### src/rtl/snake_motion_ctrl.sv
// Snake motion controller: direction/key handling, step timing, body shift,
// growth and wall/body collision detection for a grid-based snake game.
// Optional build macro SNAKE_WRAP_EN: the head wraps to the opposite edge
// instead of hitting the wall; hit_wall then never asserts.
module snake_motion_ctrl #(
    parameter int STEP_CYCLES = 12_500_000,
    parameter int MAX_LEN     = 16,
    parameter int GRID_W      = 40,
    parameter int GRID_H      = 30
) (
    input  logic                   clk,
    input  logic                   rst,
    input  logic                   key1_press,
    input  logic                   key2_press,
    input  logic                   key3_press,
    input  logic                   key4_press,
    input  logic [1:0]             game_status,
    input  logic                   restart,
    input  logic                   grow,
    output logic                   step,
    output logic                   hit_wall,
    output logic                   hit_body,
    output logic [5:0]             head_x,
    output logic [4:0]             head_y,
    output logic [4:0]             length,
    output logic [6*MAX_LEN-1:0]   body_x,
    output logic [5*MAX_LEN-1:0]   body_y
);

    localparam int CNT_W = (STEP_CYCLES > 1) ? $clog2(STEP_CYCLES) : 1;
    localparam logic [CNT_W-1:0] CNT_MAX = CNT_W'(STEP_CYCLES - 1);
    localparam logic [5:0] X_MAX   = 6'(GRID_W - 1);
    localparam logic [4:0] Y_MAX   = 5'(GRID_H - 1);
    localparam logic [4:0] LEN_MAX = 5'(MAX_LEN);
    localparam logic [1:0] ST_PLAY = 2'b10;

    // Direction encoding: flipping bit 0 gives the exact reverse direction.
    localparam logic [1:0] DIR_UP    = 2'd0;
    localparam logic [1:0] DIR_DOWN  = 2'd1;
    localparam logic [1:0] DIR_LEFT  = 2'd2;
    localparam logic [1:0] DIR_RIGHT = 2'd3;

`ifdef SNAKE_WRAP_EN
    localparam logic WALL_EN = 1'b0;
`else
    localparam logic WALL_EN = 1'b1;
`endif

    logic [5:0]       seg_x_q [MAX_LEN];
    logic [4:0]       seg_y_q [MAX_LEN];
    logic [4:0]       len_q;
    logic [1:0]       dir_q, pend_q, pend_d;
    logic [CNT_W-1:0] cnt_q;
    logic             grow_pend_q, hit_wall_q, hit_body_q;

    logic             key_vld;
    logic [1:0]       key_dir;
    logic             run, step_fire;
    logic [5:0]       nhx;
    logic [4:0]       nhy;
    logic             off_grid, wall_hit, body_hit, grows;
    logic [4:0]       body_lim;

    function automatic logic [5:0] init_x(input int i);
        case (i)
            0:       return 6'd20;
            1:       return 6'd19;
            2:       return 6'd18;
            default: return 6'd0;
        endcase
    endfunction

    function automatic logic [4:0] init_y(input int i);
        return (i < 3) ? 5'd15 : 5'd0;
    endfunction

    // Key arbitration (key1 highest) and reverse-direction filter vs applied direction.
    always_comb begin
        key_vld = 1'b1;
        key_dir = DIR_RIGHT;
        if (key1_press)      key_dir = DIR_UP;
        else if (key2_press) key_dir = DIR_DOWN;
        else if (key3_press) key_dir = DIR_LEFT;
        else if (key4_press) key_dir = DIR_RIGHT;
        else                 key_vld = 1'b0;
        pend_d = pend_q;
        if (key_vld && (key_dir != (dir_q ^ 2'b01))) pend_d = key_dir;
    end

    assign run       = (game_status == ST_PLAY) && !hit_wall_q && !hit_body_q;
    assign step_fire = run && (cnt_q == CNT_MAX) && !restart;

    // Next head position; off_grid flags a move across an edge (wrapped coordinate kept).
    always_comb begin
        nhx      = seg_x_q[0];
        nhy      = seg_y_q[0];
        off_grid = 1'b0;
        case (pend_q)
            DIR_UP: begin
                if (seg_y_q[0] == 5'd0) begin off_grid = 1'b1; nhy = Y_MAX; end
                else nhy = seg_y_q[0] - 5'd1;
            end
            DIR_DOWN: begin
                if (seg_y_q[0] >= Y_MAX) begin off_grid = 1'b1; nhy = 5'd0; end
                else nhy = seg_y_q[0] + 5'd1;
            end
            DIR_LEFT: begin
                if (seg_x_q[0] == 6'd0) begin off_grid = 1'b1; nhx = X_MAX; end
                else nhx = seg_x_q[0] - 6'd1;
            end
            default: begin
                if (seg_x_q[0] >= X_MAX) begin off_grid = 1'b1; nhx = 6'd0; end
                else nhx = seg_x_q[0] + 6'd1;
            end
        endcase
    end

    assign wall_hit = off_grid & WALL_EN;

    // Body collision: the tail vacates its cell unless this step grows the snake.
    always_comb begin
        grows    = (grow_pend_q | grow) && (len_q < LEN_MAX);
        body_lim = grows ? (len_q - 5'd1) : (len_q - 5'd2);
        body_hit = 1'b0;
        for (int i = 1; i < MAX_LEN; i++) begin
            if ((5'(i) <= body_lim) && (seg_x_q[i] == nhx) && (seg_y_q[i] == nhy))
                body_hit = 1'b1;
        end
    end

    // Game state: reinitialise on reset/restart, otherwise advance on step.
    always_ff @(posedge clk or negedge rst) begin
        if (!rst) begin
            for (int i = 0; i < MAX_LEN; i++) begin
                seg_x_q[i] <= init_x(i);
                seg_y_q[i] <= init_y(i);
            end
            len_q       <= 5'd3;
            dir_q       <= DIR_RIGHT;
            pend_q      <= DIR_RIGHT;
            cnt_q       <= '0;
            grow_pend_q <= 1'b0;
            hit_wall_q  <= 1'b0;
            hit_body_q  <= 1'b0;
        end else if (restart) begin
            for (int i = 0; i < MAX_LEN; i++) begin
                seg_x_q[i] <= init_x(i);
                seg_y_q[i] <= init_y(i);
            end
            len_q       <= 5'd3;
            dir_q       <= DIR_RIGHT;
            pend_q      <= DIR_RIGHT;
            cnt_q       <= '0;
            grow_pend_q <= 1'b0;
            hit_wall_q  <= 1'b0;
            hit_body_q  <= 1'b0;
        end else begin
            pend_q <= pend_d;
            if (grow) grow_pend_q <= 1'b1;
            if (run) cnt_q <= (cnt_q == CNT_MAX) ? '0 : cnt_q + CNT_W'(1);
            if (step_fire) begin
                dir_q <= pend_q;
                if (wall_hit) begin
                    hit_wall_q <= 1'b1;
                end else if (body_hit) begin
                    hit_body_q <= 1'b1;
                end else begin
                    for (int i = MAX_LEN - 1; i > 0; i--) begin
                        seg_x_q[i] <= seg_x_q[i-1];
                        seg_y_q[i] <= seg_y_q[i-1];
                    end
                    seg_x_q[0]  <= nhx;
                    seg_y_q[0]  <= nhy;
                    if (grows) len_q <= len_q + 5'd1;
                    grow_pend_q <= 1'b0;
                end
            end
        end
    end

    // Segment outputs; inactive segments read as zero.
    always_comb begin
        for (int i = 0; i < MAX_LEN; i++) begin
            body_x[6*i +: 6] = (5'(i) < len_q) ? seg_x_q[i] : 6'd0;
            body_y[5*i +: 5] = (5'(i) < len_q) ? seg_y_q[i] : 5'd0;
        end
    end

    assign step     = step_fire;
    assign hit_wall = hit_wall_q;
    assign hit_body = hit_body_q;
    assign head_x   = seg_x_q[0];
    assign head_y   = seg_y_q[0];
    assign length   = len_q;

endmodule

### config.mk
export PLATFORM = sky130hd
export DESIGN_NAME = snake_motion_ctrl
export DESIGN_NICKNAME = d
export VERILOG_FILES = /design/src/rtl/snake_motion_ctrl.sv
export SDC_FILE = /design/constraint.sdc
export NUM_CORES = 1
export LEC_CHECK = 0
export ABC_CLOCK_PERIOD_IN_PS = 13400
export CORE_ASPECT_RATIO = 0.6
export CORE_MARGIN = 2
export CORE_UTILIZATION = 60
export CTS_BUF_LIST = sky130_fd_sc_hd__clkbuf_2 sky130_fd_sc_hd__clkbuf_4 sky130_fd_sc_hd__clkbuf_8
export DETAILED_ROUTE_END_ITERATION = 8
export PLACE_DENSITY = 0.87
export SLEW_MARGIN = 40
export SYNTH_ARGS = -nofsm -noshare
export SYNTH_HDL_FRONTEND = slang
export SYNTH_SLANG_ARGS = --single-unit
### constraint.sdc
create_clock -name clk -period 13.4 [get_ports clk]
set_clock_uncertainty 0.15 [all_clocks]
set_input_delay 2.01 -clock clk [delete_from_list [all_inputs] [get_ports clk]]
set_output_delay 2.01 -clock clk [all_outputs]
set_load 0.01 [all_outputs]
# After elaboration in Yosys (flattened, before gate mapping)
# Index checks and enable logic that the tools add are counted.
# totals
reg_bits	212
in_bits	10
# op_classes
n_addsub	8
order_cmp	34
eq_ne	37
n_mux	98
n_bitwise	2
n_reduce_logical	53
# ops
op	n
2-to-1 mux 96 bit	4
2-to-1 mux 80 bit	4
2-to-1 mux 5 bit	24
2-to-1 mux 6 bit	18
equality test 6 bit	15
equality test 5 bit	15
2-to-1 mux 24 bit	3
less-or-equal comparator 4 x 5 -> 1 bit (first input constant)	8
less-than comparator 4 x 5 -> 1 bit (first input constant)	8
logical AND 1 bit	36
2-to-1 mux 1 bit	36
adder 24 x 1 -> 24 bit (second input constant)	1
equality test 24 bit (second input constant)	1
less-or-equal comparator 3 x 5 -> 1 bit (first input constant)	4
less-than comparator 3 x 5 -> 1 bit (first input constant)	4
2-to-1 mux 2 bit	6
one-hot mux 6 bit (2 select lines)	1
nonzero test 2 bit	6
adder 5 x 1 -> 5 bit (second input constant)	2
less-or-equal comparator 2 x 5 -> 1 bit (first input constant)	2
less-than comparator 1 x 5 -> 1 bit (first input constant)	2
less-than comparator 2 x 5 -> 1 bit (first input constant)	2
one-hot mux 5 bit (2 select lines)	1
subtractor 5 x 1 -> 5 bit (second input constant)	2
22 further kinds	27

# Depth between registers and ports, before layout
# Gate-level depths: netlist (run 1).
# logic_depth
word_depth	25
depth_mapped	18

# Least setup slack after synthesis (run 1)
# Ideal clock, no wire load.
# synth_path
path_type	input to output
from	input game_status[0]
to	output step
arrival_ps	3254
required_ps	11240
slack_ps	7986
path_stages	3
cell_sequence	nor4b_1 nand3_1 inv_1
# synth_between
elab_chain_cells	5
# synth_rtl
element	line_no	text
start, declared	17	input logic [1:0] game_status,
equality test 2 bit	90	assign run = (game_status == ST_PLAY) && !hit_wall_q && !hit_body_q;
logical AND 1 bit (2 in series)	90	
logical AND 1 bit (2 in series)	91	assign step_fire = run && (cnt_q == CNT_MAX) && !restart;
end, declared	20	output logic step,
# No other way between the ends.

# Final worst setup path (run 1)
# layout_path
from	input grow
to	register len_q[3] (netlist: length[3])
# layout_between
elab_chain_cells	23
# layout_rtl
element	line_no	text
start, declared	19	input logic grow,
OR 1 bit (*)	122	grows = (grow_pend_q | grow) && (len_q < LEN_MAX);
logical AND 1 bit (*)	122	
2-to-1 mux 5 bit	123	body_lim = grows ? (len_q - 5'd1) : (len_q - 5'd2);
less-or-equal comparator 1 x 5 -> 1 bit	126	if ((5'(i) <= body_lim) && (seg_x_q[i] == nhx) && (seg_y_q[i] == nhy))
logical AND 1 bit (2 in series)	126	
2-to-1 mux 1 bit (15 in series)	126	
!= test 2 bit (no source line)	--	
AND reduction 4 bit (no source line) (*)	--	
end signal, assigned	174	if (grows) len_q <= len_q + 5'd1;
end, declared	51	logic [4:0] len_q;
# Every way passes the cells marked *; elsewhere a longest branch is shown, timed or not.
# A chain may end at the register's enable or synchronous reset.

==> results.tsv, run 1 <==
metric	value	unit
total leakage power	6.966	nW
Ports	205	
vias per inst	6.575	
run status	completed	
post-synthesis cell area	14370	µm²
I/O Buffers	204	
Clock Latency Late Sink	0.61	ns
unrepaired setup endpoints after global routing	false	
Syn. warnings	0	
fin crit share	45.85	%
flop and latch count out of synthesis	212	
top fanout value on the critical path	69	
fillcell total	1678	
row cnt	43	
CP Launch Point	grow	
largest net degree at the start of global routing	102	
Worst setup EP type	flop	
initial antenna violation count	1	
max_cap viols	0	
CP cell instances	clkdlybuf4s50_1 > o21bai_1 > o22ai_1 > or2_2 > o311ai_0 > a2111oi_0 > and4_1 > a41oi_1 > nand3b_1 > nor2_4 > buf_6 > nand4_1 > mux2_2	
Startpoint Class	input port	
max-slew violations	0	
Gates resized, CTS repair	0	
critical path class	input port to flop	
post-DP HPWL	38.90	mm
Worst path slowest cell	o21bai_1	
drt first pass iters	5	
crit-path max cell delay	0.61	ns
final hold vios	0	
chip height	123.9	µm
Syn Area/Cell	9.093	µm²
CTS tree	yes	
Final setup viols	0	
area delta synth->final	19.45	%
H-tree depth	1	
core area	23300	µm²
TritonCTS buffer count	31	
# clock sinks	212	
Die X	203.8	µm
Peak VDD IR	0.08549	mV
slew margin rel.	35.66	%
Worst Tran Pin Value	0.9562	ns
Non-Filler Instances	2072	
Hold Path Origin	cnt_q[23]	
TNS Setup	0	ns
via count	13620	
post-CTS setup buffers	0	
DRT iter0 DRCs	1745	
number of enable flip-flop cells after synthesis	0	
family with the most delay on the worst path	compound AO/OA/AOI/OAI gates	
clock root cell	clkbuf_8	
layout cells sized above 1	9.226	%
Synth Instances	1580	
global-route wire length before repair	80.79	mm
Async SR Flop Fraction	100.0	%
Routability Congestion	1.090	
grt total ovfl	0	
DRC Markers	0	
Total GRT Usage	43.06	%
ys flop type	dfrtp_1	
CP arrival	6.47	ns
CP Data Required Time	13.72	ns
average routed wire per standard cell	26.19	µm
Hold Crit Class	flop to flop	
clk slew on worst S/H paths	0.07	ns
WP buf/inv	2	
Cells after DPL	2017	
Mapped Nets	1606	
DRT antenna net count	0	
Clock Tree Buf Depth	3	
fin crit period	6.145	ns
f_max	162.7	MHz
post-synthesis cell type count	85	
die area	25240	µm²
initial core utilization	61.67	%
Routed WL	54.27	mm
fin nets	1761	
power density over the cells	95.70	nW/µm²
Seq/Total Area, Yosys	37.14	%
RR Startpoint	head_x[0]	
cts hold-fix bufs	0	
vias in the first global route	12740	
layout make-up:
type                    instances  area (µm²)  share of cell area (%)
multi-input cells            1228        8407                   48.99
diodes                          1       2.502                 0.01458
flip-flops and latches        212        5336                   31.10
clock inverters                 5       30.03                  0.1750
repair buffers                233        2283                   13.31
well taps                     315       394.1                   2.297
clock buffers                  49       599.3                   3.492
inverters                      29       108.9                  0.6343
worst reg2reg max path: stages, from the launching register on:
cell	delay, ns
dfrtp_1	0.74
inv_1	0.40
ha_1	0.35
nor4b_2	0.18
a31oi_1	0.56
nand2_1	0.51
buf_4	0.38
xor2_1	0.31
a2111oi_0	0.12
and4b_1	0.26
or3_1	0.32
nand3b_1	0.26
nor2_4	0.18
buf_6	0.59
nand4_1	0.30
mux2_2	0.31
through the flow:
step                      hold WS (ns)  cell area [µm²]  setup WS, ns  utilization (%)  power [mW]
final                           0.3320            17160         7.255            73.67       1.642
after global routing            0.4077            17160         7.038            73.66       1.692
after CTS                       0.3340            17150         7.109            73.60       1.622
after detailed placement        0.3258            16520         6.862            70.90       1.088
after global placement          0.3219            16430         6.427            70.54       1.082
after floorplan                 0.2925            14370         7.986                -      0.9377
layout by cell type (no fill, tap or decap), drive strengths merged, types with 5 or more instances in the layout:
master / count
nand4: 22
xor2: 62
or4b: 5
dfrtp: 187
o211ai: 17
a22oi: 5
dfstp: 25
a2111oi: 10
or3: 12
o21a: 7
o22ai: 7
nor2: 223
mux2i: 175
xnor2: 67
nand3b: 7
o2111ai: 13
nor3: 34
o21ai: 57
o31ai: 7
o221ai: 6
nor4: 22
nand2b: 15
and2: 61
a221oi: 5
inv: 29
nor2b: 118
buf: 30
and4: 7
clkdlybuf4s50: 202
and3: 13
ha: 16
or2: 6
nand3: 30
a21oi: 36
a31oi: 14
a211oi: 8
nand2: 63
clkbuf: 50
Yosys cell counts, types with 11 or more instances:
cell type    n  area (µm²)
a21oi_1     36       180.2
a31oi_1     14       87.58
and2_1      61       381.6
and3_1      13       81.33
buf_2       14       70.07
buf_4       22       165.2
buf_6       11       123.9
clkbuf_1    59       221.5
dfrtp_1    187        4679
dfstp_2     25       656.9
ha_1        16       200.2
inv_1       29       108.9
mux2i_1    175        1752
nand2_1     63       236.5
nand2b_1    15       93.84
nand3_1     30       150.1
nand4_1     22       137.6
nor2_1     222       833.3
nor2b_1    118       738.2
nor3_1      32       160.2
nor4_1      22       137.6
o2111ai_1   12       105.1
o211ai_1    17       127.6
o21ai_0     52       260.3
or3_1       12       75.07
xnor2_1     67       586.8
xor2_1      62       543.0
registers in the layout, summed over array words and instances (netlist names), 2 cells and up:
signal	cells
length	5
cnt_q	24
seg_y_q	75
dir_q	2
pend_q	2
head_y	5
head_x	6
seg_x_q	90
per-layer routing:
| layer | up-vias | wire, µm | track usage, % |
|---|---|---|---|
| li1 | 5856 | - | - |
| met1 | 6666 | 22800 | 62.84 |
| met2 | 976 | 21870 | 59.78 |
| met3 | 126 | 8001 | 14.99 |
| met4 | 0 | 1597 | 12.73 |
| met5 | - | 0 | 0 |
report_power, final:
group	internal, mW	switching, mW	total, mW
combinational	0.149	0.262	0.411
clock	0.282	0.263	0.545
sequential	0.654	0.0321	0.686
worst paths after layout:
check	to	slack, ns	cells past startpoint
max	length[3]	7.26	13
max in group asynchronous	seg_x_q[32]	10.73	2
min in group asynchronous	cnt_q[14]	1.25	1
min reg2reg	cnt_q[23]	0.33	1
max reg2reg	length[3]	7.34	15
min	cnt_q[23]	0.33	1
logic make-up after synthesis:
logic type / count (synthesis) / share of synthesized area (%)
flops: 212 / 37.14
simple gates: 653 / 23.68
xor+xnor: 129 / 7.864
fa+ha+maj: 16 / 1.393
mux: 179 / 12.51
compound gates: 251 / 12.49
buf+inv: 140 / 4.929
Power figures use the tool's default switching activity.
==> inputs of run 2 (changes only) <==
--- a/config.mk
+++ b/config.mk
@@ -5,13 +5,13 @@
 export SDC_FILE = /design/constraint.sdc
 export NUM_CORES = 1
 export LEC_CHECK = 0
-export ABC_CLOCK_PERIOD_IN_PS = 13400
+export ABC_CLOCK_PERIOD_IN_PS = 5900
 export CORE_ASPECT_RATIO = 0.6
 export CORE_MARGIN = 2
-export CORE_UTILIZATION = 60
+export CORE_UTILIZATION = 57
 export CTS_BUF_LIST = sky130_fd_sc_hd__clkbuf_2 sky130_fd_sc_hd__clkbuf_4 sky130_fd_sc_hd__clkbuf_8
 export DETAILED_ROUTE_END_ITERATION = 8
-export PLACE_DENSITY = 0.87
+export PLACE_DENSITY = 0.83
 export SLEW_MARGIN = 40
 export SYNTH_ARGS = -nofsm -noshare
 export SYNTH_HDL_FRONTEND = slang
==> constraint.sdc (replaced) <==
create_clock -name clk -period 5.9 [get_ports clk]
set_clock_uncertainty 0.15 [all_clocks]
set_input_delay 0.885 -clock clk [delete_from_list [all_inputs] [get_ports clk]]
set_output_delay 0.885 -clock clk [all_outputs]
set_load 0.01 [all_outputs]
==> results.tsv, run 2 (same netlist as run 1, synthesis figures left out) <==
metric	value	unit	change
vias per inst	6.449		-1.9%
area delta synth->final	23.03	%	
average routed wire per standard cell	25.52	µm	-2.6%
final hold vios	0		unchanged
DRC Markers	0		unchanged
row cnt	44		+2.3%
die area	26530	µm²	+5.1%
run status	completed		
clock root cell	clkbuf_8		
critical path class	flop to flop		
WP buf/inv	5		+3
Pwr Total	3.919	mW	+140%
CTS tree	yes		
total leakage power	7.271	nW	+4.4%
Total GRT Usage	40.95	%	-2.1 points
H-tree depth	2		+1
worst reg-to-reg path cell count	17		+2
Gates resized, CTS repair	0		unchanged
CP arrival	5.96	ns	-0.51 ns
Hold Slack	0.1198	ns	-0.2122 ns
commonest cells after routing, fill and taps aside	nor2_1 (218), clkdlybuf4s50_1 (202), dfrtp_1 (187)		
family with the most delay on the worst path	simple AND/OR/NAND/NOR gates		
Startpoint Class	flop		
slew margin rel.	44.40	%	+8.7 points
Ports	205		unchanged
post-CTS setup buffers	0		unchanged
max-slew violations	0		unchanged
fin crit share	96.64	%	
layout cells sized above 1	11.45	%	+2.2 points
Hold Crit Class	input port to async pin		
Clock Tree Buf Depth	3		unchanged
cts hold-fix bufs	0		unchanged
unrepaired setup endpoints after global routing	false		
vias in the first global route	12790		+0.38%
cell repeated most along the worst path	buf_12		
fin worst setup slack	0.1983	ns	-7.057 ns
Die X	209.0	µm	+2.5%
pre-CTS worst setup slack	0.4051	ns	-6.457 ns
TNS Setup	0	ns	unchanged
Peak VDD IR	0.1548	mV	+81%
grt total ovfl	0		unchanged
Largest register FFs	90		unchanged
TritonCTS buffer count	34		+9.7%
global-route wire length before repair	81.68	mm	+1.1%
CP cell instances	inv_1 > ha_1 > or4b_2 > a22oi_1 > and2_1 > buf_4 > xnor2_1 > a2111o_1 > nor3_1 > a2111oi_2 > o2111ai_2 > nor2_4 > buf_12 > buf_12 > buf_12 > mux2i_1 > nor2_1		
Worst R2R Setup Slack	0.20	ns	-7.14 ns
Clock Latency Late Sink	0.55	ns	-0.06 ns
terminus of the critical flop-to-flop path	seg_y_q[41]		
Largest regs	seg_x_q x90, seg_y_q x75, cnt_q x24		
chip height	127.0	µm	+2.5%
CP Launch Point	head_y[1]		
Routed WL	54.40	mm	+0.25%
initial core utilization	58.78	%	-2.9 points
largest net degree at the start of global routing	110		+7.8%
RR Startpoint	head_y[1]		
I/O Buffers	204		unchanged
fin crit period	5.702	ns	
crit-path max cell delay	0.65	ns	+0.04 ns
drt first pass iters	6		+1
DRT iter0 DRCs	1768		+1.3%
core area	24440	µm²	+4.9%
CP endpoint	seg_y_q[41]		
CP Data Required Time	6.15	ns	-7.57 ns
via count	13750		+0.92%
Routability Congestion	1.045		-4.1%
final core occ	72.31	%	-1.4 points
cell depth of the worst setup path	17		+4
clk slew on worst S/H paths	0.08	ns	about the same
Worst setup EP type	flop		
Worst Tran Pin Value	0.8253	ns	-0.1309 ns
commonest non-fill, non-tap cell in the layout	nor2_1		
Reg with most FFs	seg_x_q		
power density over the cells	221.7	nW/µm²	+130%
top fanout value on the critical path	23		-67%
post-DP HPWL	40.24	mm	+3.5%
Final setup viols	0		unchanged
max_cap viols	0		unchanged
initial antenna violation count	2		+1
f_max	175.4	MHz	
DRT antenna net count	0		unchanged
Worst path slowest cell	or4b_2		
# clock sinks	212		unchanged
fin nets	1809		+2.7%
[run 2: cell types whose count changed in the layout (fill, tap and decap cells not counted), moves of 2 or more]
cell	change
a211oi_1	+2
buf_12	+8
inv_1	+2
buf_4	+41
clkinv_2	+2
clkbuf_8	+8
inv_2	-2
buf_6	-4
o21ai_4	-2
clkbuf_4	-4
a211oi_2	-2
[run 2: final cells by class]
class / count / area, µm²
multi-input cells: 1228 / 8371
fillers: 1776 / 6768
flip-flops and latches: 212 / 5336
repair buffers: 278 / 2718
clock buffers: 54 / 693.2
well taps: 322 / 402.9
inverters: 29 / 108.9
clock inverters: 7 / 41.29
diodes: 2 / 5.005
[run 2: where the power goes]
part,internal (mW),leakage (nW),switching [mW]
sequential,1.48,2.86,0.0657
combinational,0.379,4.02,0.611
clock,0.750,0.391,0.629
total,2.61,7.27,1.31
[run 2: per-layer routing]
metal  global-route usage [%]  share of wire (%)  up-vias
met3                    14.82                 14      119
met1                    62.77                 45     6738
met4                    10.76                2.7        0
met5                        0                  0        -
met2                    53.55                 39      927
li1                         -                  -     5965
[run 2: how the worst min path moves through the flow]
stage / slack (ns) / end / start
after CTS: 0.16 / seg_y_q[59] / rst
after detailed placement: 0.32 / cnt_q[23] / cnt_q[23]
after global routing: 0.18 / cnt_q[17] / rst
after floorplan: 0.29 / cnt_q[23] / cnt_q[23]
after global placement: 0.32 / cnt_q[23] / cnt_q[23]
final: 0.12 / cnt_q[17] / rst
[run 2: worst register-to-register path: cells and delay by family (launching register included)]
| kind | cells | cell delay (ns) |
|---|---|---|
| AO/OA/AOI/OAI | 4 | 1.50 |
| flip-flops | 1 | 0.45 |
| buffers and inverters | 5 | 1.22 |
| adder cells (fa/ha/maj) | 1 | 0.26 |
| multiplexers | 1 | 0.26 |
| XOR/XNOR | 1 | 0.17 |
| AND/OR/NAND/NOR | 5 | 1.56 |
[run 2: stage by stage]
| step | area [µm²] | instances |
|---|---|---|
| after CTS | 17650 | 2130 |
| after global placement | 16870 | 2069 |
| after detailed placement | 16920 | 2069 |
| after floorplan | 14370 | 1580 |
| final | 17680 | 2132 |
| after global routing | 17670 | 2130 |
==> inputs of run 3 (changes only) <==
--- a/config.mk
+++ b/config.mk
@@ -16,3 +16,4 @@
 export SYNTH_ARGS = -nofsm -noshare
 export SYNTH_HDL_FRONTEND = slang
 export SYNTH_SLANG_ARGS = --single-unit
+export TNS_END_PERCENT = 1
==> results of run 3 <==
No change in the layout: final DEF, timing and power equal those of run 2.
